File: config.mk
export PLATFORM = sky130hd
export DESIGN_NAME = reg_file_mp
export DESIGN_NICKNAME = d
export VERILOG_FILES = /design/src/rtl/reg_file_mp.sv
export SDC_FILE = /design/constraint.sdc
export NUM_CORES = 2
export LEC_CHECK = 0
export CAP_MARGIN = 20
export CORE_ASPECT_RATIO = 0.75
export CORE_UTILIZATION = 60
export DETAILED_ROUTE_END_ITERATION = 7
export GPL_ROUTABILITY_DRIVEN = 0
export GPL_TIMING_DRIVEN = 0
export PLACE_DENSITY = 0.77
export SYNTH_ARGS = -nofsm -noshare
export SYNTH_HDL_FRONTEND = slang
export SYNTH_SLANG_ARGS = --single-unit
File: constraint.sdc
create_clock -name clk_i -period 3.1 [get_ports clk_i]
set_input_delay 0.62 -clock clk_i [delete_from_list [all_inputs] [get_ports clk_i]]
set_output_delay 0.62 -clock clk_i [all_outputs]
set_load 0.01 [all_outputs]
File: src/rtl/reg_file_mp.sv
// Multi-port register file: NUM_RD combinational read ports, two write ports,
// hard-wired zero register, optional write-to-read forwarding and error counting.
module reg_file_mp #(
   parameter int            DW      = 32,
   parameter int            DEPTH   = 32,
   parameter int            AW      = $clog2(DEPTH),
   parameter int            NUM_RD  = 2,
   parameter int            BYPASS  = 1,
   parameter int            SP_ADDR = 29,
   parameter logic [DW-1:0] SP_INIT = 32'h0000_0400
) (
   input  logic                 clk_i,
   input  logic                 rst_i,
   input  logic [NUM_RD*AW-1:0] raddr_i,
   output logic [NUM_RD*DW-1:0] rdata_o,
   input  logic [1:0]           we_i,
   input  logic [2*AW-1:0]      waddr_i,
   input  logic [2*DW-1:0]      wdata_i,
   input  logic                 jr_i,
   output logic                 err_zero_o,
   output logic                 err_conflict_o,
   output logic [7:0]           err_cnt_o
);

   logic [DW-1:0] regs [DEPTH];

   logic [AW-1:0] waddr0;
   logic [AW-1:0] waddr1;
   logic [DW-1:0] wdata0;
   logic [DW-1:0] wdata1;
   logic          wr_en0;
   logic          wr_en1;
   logic          zero_hit;
   logic          conflict_hit;
   logic [1:0]    err_inc;

   function automatic logic [7:0] sat_cnt(input logic [7:0] cnt, input logic [1:0] inc);
      logic [8:0] sum;
      sum = {1'b0, cnt} + {7'b0, inc};
      return sum[8] ? 8'hFF : sum[7:0];
   endfunction

   assign waddr0 = waddr_i[0 +: AW];
   assign waddr1 = waddr_i[AW +: AW];
   assign wdata0 = wdata_i[0 +: DW];
   assign wdata1 = wdata_i[DW +: DW];

   // Effective writes exclude register 0, which is never stored.
   assign wr_en0 = we_i[0] && (waddr0 != '0);
   assign wr_en1 = we_i[1] && (waddr1 != '0);

   // Both ports aiming at register 0 still count as a single zero-write event.
   assign zero_hit     = !jr_i && ((we_i[0] && (waddr0 == '0)) || (we_i[1] && (waddr1 == '0)));
   assign conflict_hit = wr_en0 && wr_en1 && (waddr0 == waddr1);
   assign err_inc      = {1'b0, zero_hit} + {1'b0, conflict_hit};

   // Port 1 is applied last so it wins a same-address collision.
   always_ff @(posedge clk_i or negedge rst_i) begin
      if (!rst_i) begin
         for (int i = 0; i < DEPTH; i++) begin
            regs[i] <= (i == SP_ADDR) ? SP_INIT : '0;
         end
      end else begin
         if (wr_en0) regs[waddr0] <= wdata0;
         if (wr_en1) regs[waddr1] <= wdata1;
      end
   end

   always_ff @(posedge clk_i or negedge rst_i) begin
      if (!rst_i) begin
         err_zero_o     <= 1'b0;
         err_conflict_o <= 1'b0;
         err_cnt_o      <= 8'd0;
      end else begin
         err_zero_o     <= zero_hit;
         err_conflict_o <= conflict_hit;
         err_cnt_o      <= sat_cnt(err_cnt_o, err_inc);
      end
   end

   for (genvar k = 0; k < NUM_RD; k++) begin : g_rd
      logic [AW-1:0] ra;
      logic [DW-1:0] rd;

      assign ra = raddr_i[k*AW +: AW];

      // Later assignments take precedence: port 1 forwarding over port 0, zero over all.
      always_comb begin
         rd = regs[ra];
         if ((BYPASS != 0) && wr_en0 && (waddr0 == ra)) rd = wdata0;
         if ((BYPASS != 0) && wr_en1 && (waddr1 == ra)) rd = wdata1;
         if (ra == '0) rd = '0;
      end

      assign rdata_o[k*DW +: DW] = rd;
   end

endmodule

==> results by group, run 1 <==
Logic synthesis
  • FFs w/ async S/R, synth: 1.00
  • Post-synth EDFFs: 0
  • Flip-flop cell with the highest count after synthesis: sky130_fd_sc_hd__dfrtp_1
  • Number of distinct library cell variants in the gate-level netlist after synthesis: 60
  • Register area share after synthesis: 0.398
  • Number of cells produced by synthesis: 6,563
  • Flip-flop and latch count after synthesis: 1,034
  • Top-area cell type share of the netlist area: 0.398
  • Count of yosys warnings during synthesis: 0
  • Cell area after technology mapping: roughly 0.065 mm²
  • Synth top area cells: sky130_fd_sc_hd__dfrtp_1 (40%), sky130_fd_sc_hd__mux2i_1 (14%), sky130_fd_sc_hd__mux4_2 (11%), sky130_fd_sc_hd__a21oi_1 (5.0%), sky130_fd_sc_hd__o21ai_0 (3.8%)
  • Post-synthesis net count: 6,654
  • Mean instance size in the synthesized netlist: slightly below 10 µm²
  • Top cell type by total area after synthesis: sky130_fd_sc_hd__dfrtp_1

Placement
  • HPWL after detailed placement: ~240 mm
  • Dpl cells: 8,125
  • Placed cell area: about 0.07 mm²
  • Port buffer count: 120

Floorplanning
  • Starting density of the core: 0.605
  • Chip Width: about 380 µm
  • I/O pin total: 163
  • Cell row count: about 100
  • Die height: 287 µm

Global route
  • Tot GR Track Use: 0.642
  • Pin count of the biggest net entering global routing: roughly 160
  • Grt total ovfl: 9

CTS
  • Maximum buffer depth of the clock tree: 3
  • H-tree depth: 3
  • Clock Sinks: a little over 1,000
  • Cell at the root of the clock tree: sky130_fd_sc_hd__clkbuf_16
  • Number of CTS-inserted buffers: ~110

Outcome
  • Stage reached: 5_1_grt
  • Result of the run: stopped before the end
  • Error that stopped the run: [ERROR GRT-0232] Routing congestion too high. Check the congestion heatmap in the GUI.
[cells in the mapped netlist, drive strengths merged (126+ instances only)]
cell type     n
a21oi       654
a221oi      138
a22oi       307
buf         294
clkbuf      528
dfrtp      1033
mux2i       924
mux4        310
nand2       638
nor2        611
o21ai       530
o221ai      126
[metrics by stage]
stage / utilization / setup WS [ns] / hold WS (ns) / TNS, ns
2_1_floorplan: - / 0.165 / 0.324 / 0
3_3_place_gp: 0.633 / -46.17 / 0.453 / -
3_5_place_dp: 0.635 / -2.53 / 0.464 / -523.74
4_1_cts: 0.718 / -0.266 / 0.220 / -10.73
[per-layer routing]
layer / global-route usage / overflow
met5: 0.364 / 3
met4: 0.537 / 1
met3: 0.519 / 2
met2: 0.744 / 0
met1: 0.703 / 3
[kinds of logic after synthesis]
group,Yosys count,share of synthesized area
fa+ha+maj,2,0.000501
compound gates,1971,0.192
flops,1034,0.398
mux,1296,0.261
simple gates,1370,0.0858
buf+inv,861,0.0587
xor+xnor,29,0.00391
[repair_timing]
item	in CTS
setup buffers	64
pin swaps	101
setup endpoints to repair	84
cloned	18
endpoints found under the hold margin	78
hold buffers	1
gates resized for setup	1303
==> inputs of run 2 (changes only) <==
--- a/config.mk
+++ b/config.mk
@@ -6,12 +6,11 @@
 export NUM_CORES = 2
 export LEC_CHECK = 0
 export CAP_MARGIN = 20
-export CORE_ASPECT_RATIO = 0.75
-export CORE_UTILIZATION = 60
+export CORE_UTILIZATION = 40
 export DETAILED_ROUTE_END_ITERATION = 7
 export GPL_ROUTABILITY_DRIVEN = 0
 export GPL_TIMING_DRIVEN = 0
-export PLACE_DENSITY = 0.77
+export PLACE_DENSITY_LB_ADDON = 0.15
 export SYNTH_ARGS = -nofsm -noshare
 export SYNTH_HDL_FRONTEND = slang
 export SYNTH_SLANG_ARGS = --single-unit
==> run 2 against run 1 <==
Effect of this change: the flow now finishes, with violations (DRC, setup timing); synthesized area unchanged; synthesized cell count did not move.
==> results by group, run 2 <==
Outcome
  • Result of the run: finished, violations left
  • Violations in the final reports: DRC, setup timing

CTS
  • Number of CTS-inserted buffers: 119 (+12%)
  • TritonCTS clock tree: yes
  • CTS clock-pin slew for the worst setup and hold paths: around 0.060 ns
  • Maximum buffer depth of the clock tree: 3 (unchanged)
  • H-tree depth: 3 (unchanged)
  • Cell at the root of the clock tree: sky130_fd_sc_hd__clkbuf_16
  • Clock Sinks: 1,034 (unchanged)
  • Clk Latency, worst-skew pair: approximately 0.77 ns

Timing
  • Least setup slack across all paths after layout: -0.508 ns
  • Worst relative slew slack: 0.137
  • Worst Clk Skew: 0.00471 ns
  • Final hold viol count: 0
  • Number of pins with negative max-slew slack in the final report: 0
  • Final setup vio count: between 70 and 80
  • Period utilisation layout: 1.16
  • Unrepaired setup endpoints after global routing: true
  • Transition time of the tightest slew-check pin: approximately 1.3 ns
  • Minimum clock period: 3.61 ns
  • Fin Hold WS: about 0.26 ns
  • Achievable Freq: about 280 MHz

Finish
  • Area of combinational cells with multiple inputs: about 0.039 mm²
  • Post-layout net count: 7,039
  • Design area: about 0.081 mm²
  • Most flops, register: regs
  • Most frequent cells in the layout: sky130_fd_sc_hd__dfrtp_1 (1,033), sky130_fd_sc_hd__mux2i_1 (843), sky130_fd_sc_hd__a21oi_1 (652)
  • Registers with the most flip-flops: regs: 1024 flops, err_cnt_o: 8 flops
  • Sequential cell area: about 0.026 mm²
  • Area Growth Syn to Fin: 24.2%
  • Flip-flop count of the largest register, all copies and words added: about 1,000
  • Share of post-route cells with drive strength above 1: 0.221
  • Layout filler cell count: around 15,000
  • Most frequent standard cell in the layout excluding fill and tap cells: sky130_fd_sc_hd__dfrtp_1

Logic synthesis
  • Flip-flop and latch count after synthesis: 1,034 (unchanged)
  • Number of distinct library cell variants in the gate-level netlist after synthesis: 60 (unchanged)
  • Synth top area cells: sky130_fd_sc_hd__dfrtp_1 (40%), sky130_fd_sc_hd__mux2i_1 (14%), sky130_fd_sc_hd__mux4_2 (11%), sky130_fd_sc_hd__a21oi_1 (5.0%), sky130_fd_sc_hd__o21ai_0 (3.8%)
  • Cell area after technology mapping: 0.0649 mm² (unchanged)
  • Mean instance size in the synthesized netlist: 9.90 µm² (unchanged)
  • Post-synthesis net count: 6,654 (unchanged)
  • Count of yosys warnings during synthesis: 0 (unchanged)
  • FFs w/ async S/R, synth: 1.00 (unchanged)
  • Number of cells produced by synthesis: 6,563 (unchanged)
  • Flip-flop cell with the highest count after synthesis: sky130_fd_sc_hd__dfrtp_1
  • Post-synth EDFFs: 0 (unchanged)
  • Register area share after synthesis: 0.398 (unchanged)
  • Top cell type by total area after synthesis: sky130_fd_sc_hd__dfrtp_1
  • List of most frequent post-synthesis cells: sky130_fd_sc_hd__dfrtp_1 (1,033), sky130_fd_sc_hd__mux2i_1 (924), sky130_fd_sc_hd__a21oi_1 (654), sky130_fd_sc_hd__nand2_1 (638), sky130_fd_sc_hd__nor2_1 (604)
  • Most frequent cell after synthesis: sky130_fd_sc_hd__dfrtp_1
  • Top-area cell type share of the netlist area: 0.398 (unchanged)

Detailed routing
  • Router iterations before antenna repair: 8
  • Remaining antenna violation count after routing: 0
  • Detailed-route via count: ~62,000
  • Routed wirelength normalized by instance count: 37.1 µm
  • Via density per instance: 6.74
  • Detailed-route DRC error count: 69
  • Routed wire length: ~340 mm
  • Violation count after the first detailed-route iteration: approximately 9,200

Placement
  • Port buffer count: 120 (unchanged)
  • HPWL after detailed placement: 269 mm (+12%)
  • Placed cell area: 0.0692 mm² (+1.5%)

Power
  • Part of the total power dissipated in the clock network: 0.299
  • Sequential share of power: 0.397
  • Proportion of power drawn by combinational gates: 0.304
  • Net load switching power: between 15 and 20 mW
  • Static Leak: approximately 32 nW
  • Switching share of power: 0.360
  • Cell Int Power: 32.7 mW
  • Power density of the placed cells: 634 mW/mm²
  • Maximum VDD drop: roughly 0.48 mV

Critical path
  • Critical Path Fanout Max: 10
  • Ordered cell list for the critical path: buf_4 -> buf_8 -> clkbuf_8 -> buf_8 -> clkbuf_4 -> a311oi_1 -> a22o_4 -> o221ai_4 -> buf_2
  • Endpoint required time on the critical path: approximately 2.5 ns
  • Arr. time, crit path: 2.99 ns
  • Slowest stage cell, crit path: sky130_fd_sc_hd__o221ai_4
  • Worst-case reg-to-reg path depth: 7
  • End point of the critical path: rdata_o[62]
  • Minimum setup slack among reg-to-reg paths: approximately 1.3 ns
  • Reg2reg start: err_cnt_o[0]
  • Levels on crit path: 9
  • Critical path's top delay family: buffers and inverters
  • Worst flop-to-flop path endpoint: err_cnt_o[0]
  • Library cell appearing most often on the critical path: sky130_fd_sc_hd__buf_8
  • Endpoint kind of the worst setup timing path: output pin
  • Total buffers and inverters traversed by the critical path: 6
  • Peak per-stage delay on the critical path: roughly 0.36 ns
  • Launch point of the critical path: raddr_i[7]
  • Crit path kind: in2out
  • Nature of the critical path startpoint: input port

Floorplanning
  • Chip Width: 405 µm (+6.0%)
  • Starting density of the core: 0.404 (-0.201)
  • I/O pin total: 163 (unchanged)
  • Placeable core region: approximately 0.16 mm²
  • Area of the die: around 0.16 mm²
  • Die height: 405 µm (+41%)
  • Cell row count: 147 (+41%)

Global route
  • Global-route wire length before repair: roughly 460 mm
  • Pin count of the biggest net entering global routing: about 160
  • Number of global-route vias before repair: 59,100
  • Grt total ovfl: 0
  • Antenna violations before repair: 28
  • Tot GR Track Use: 0.407

Job
  • Maximum Capacitance Violations: 0

Min path
  • Class of the worst hold path: in2reg
==> run 2: worst min path at each step <==
stage | startpoint | endpoint | slack (ns) | cells past startpoint
global route | wdata_i[42] | regs[74] | 0.27 | 3
detailed placement | regs[1010] | regs[1010] | 0.46 | 1
CTS | wdata_i[38] | regs[70] | 0.22 | 3
finish | wdata_i[42] | regs[74] | 0.26 | 3
global placement | regs[1003] | regs[1003] | 0.45 | 1
floorplan | rst_i | err_cnt_o[0] | 0.32 | 0
==> run 2: area by class of cell <==
| class | count | area share |
|---|---|---|
| repair buffers | 266 | 0.0399 |
| clock inverters | 46 | 0.00645 |
| plain buffers | 820 | 0.0686 |
| diodes | 14 | 0.000434 |
| well taps | 2160 | 0.0335 |
| clock buffers | 177 | 0.0444 |
| flip-flops and latches | 1034 | 0.321 |
| inverters | 39 | 0.00182 |
| multi-input cells | 4668 | 0.484 |
==> run 2: power groups by stage <==
stage	combinational [mW]	clock [mW]	sequential (mW)
finish	15.6	15.3	20.3
global route	16.2	15.7	20.5
CTS	14.4	15.2	19.9
detailed placement	12.9	0	20.0
global placement	12.4	0	19.9
floorplan	8.40	0	18.9
==> run 2: timing repair <==
| action | CTS | global route |
|---|---|---|
| resized for setup | 1388 | 205 |
| endpoints found under the hold margin | 92 | 0 |
| hold buffers | 1 | 0 |
| setup buffers | 59 | 48 |
| endpoints found under the setup margin | 137 | 146 |
| cloned | 16 | 6 |
| pin swaps | 125 | 105 |
==> run 2: routing by layer <==
layer  GRT usage  part of all wire  vias to the layer above
li1            -                 -                    25200
met1       0.479              0.35                    31100
met2       0.579              0.41                     4660
met3       0.198              0.15                     1232
met4       0.280             0.084                       22
met5     0.00476           0.00098                        -
==> run 2: cells by family (layout without fill, tap and decap cells) <==
family / after synthesis / in the layout / synth area share
adder cells (fa/ha/maj): 2 / 2 / 0.000501
multiplexers: 1296 / 1296 / 0.261
flip-flops: 1034 / 1034 / 0.398
XOR/XNOR: 29 / 29 / 0.00391
buffers and inverters: 861 / 1348 / 0.0587
AND/OR/NAND/NOR: 1370 / 1370 / 0.0858
other: 0 / 14 / 0
AO/OA/AOI/OAI: 1971 / 1971 / 0.192
==> run 2: metrics by stage <==
| step | util | setup slack, ns | instances | TNS [ns] | total power [mW] |
|---|---|---|---|---|---|
| floorplan | - | 0.165 | 6563 | 0 | 27.3 |
| CTS | 0.492 | -0.339 | 9162 | -14.61 | 49.5 |
| finish | 0.501 | -0.508 | 9224 | -25.21 | 51.1 |
| global route | 0.501 | -0.419 | 9215 | -20.76 | 52.4 |
| global placement | 0.428 | -48.98 | 8843 | - | 32.4 |
| detailed placement | 0.430 | -3.13 | 8863 | -726.71 | 32.9 |
==> run 2: worst min-delay path, stage by stage <==
cell and delay [ns]:
sky130_fd_sc_hd__clkbuf_2 0.21, sky130_fd_sc_hd__nor2_1 0.15, sky130_fd_sc_hd__a21oi_1 0.05
Power figures use the tool's default switching activity.
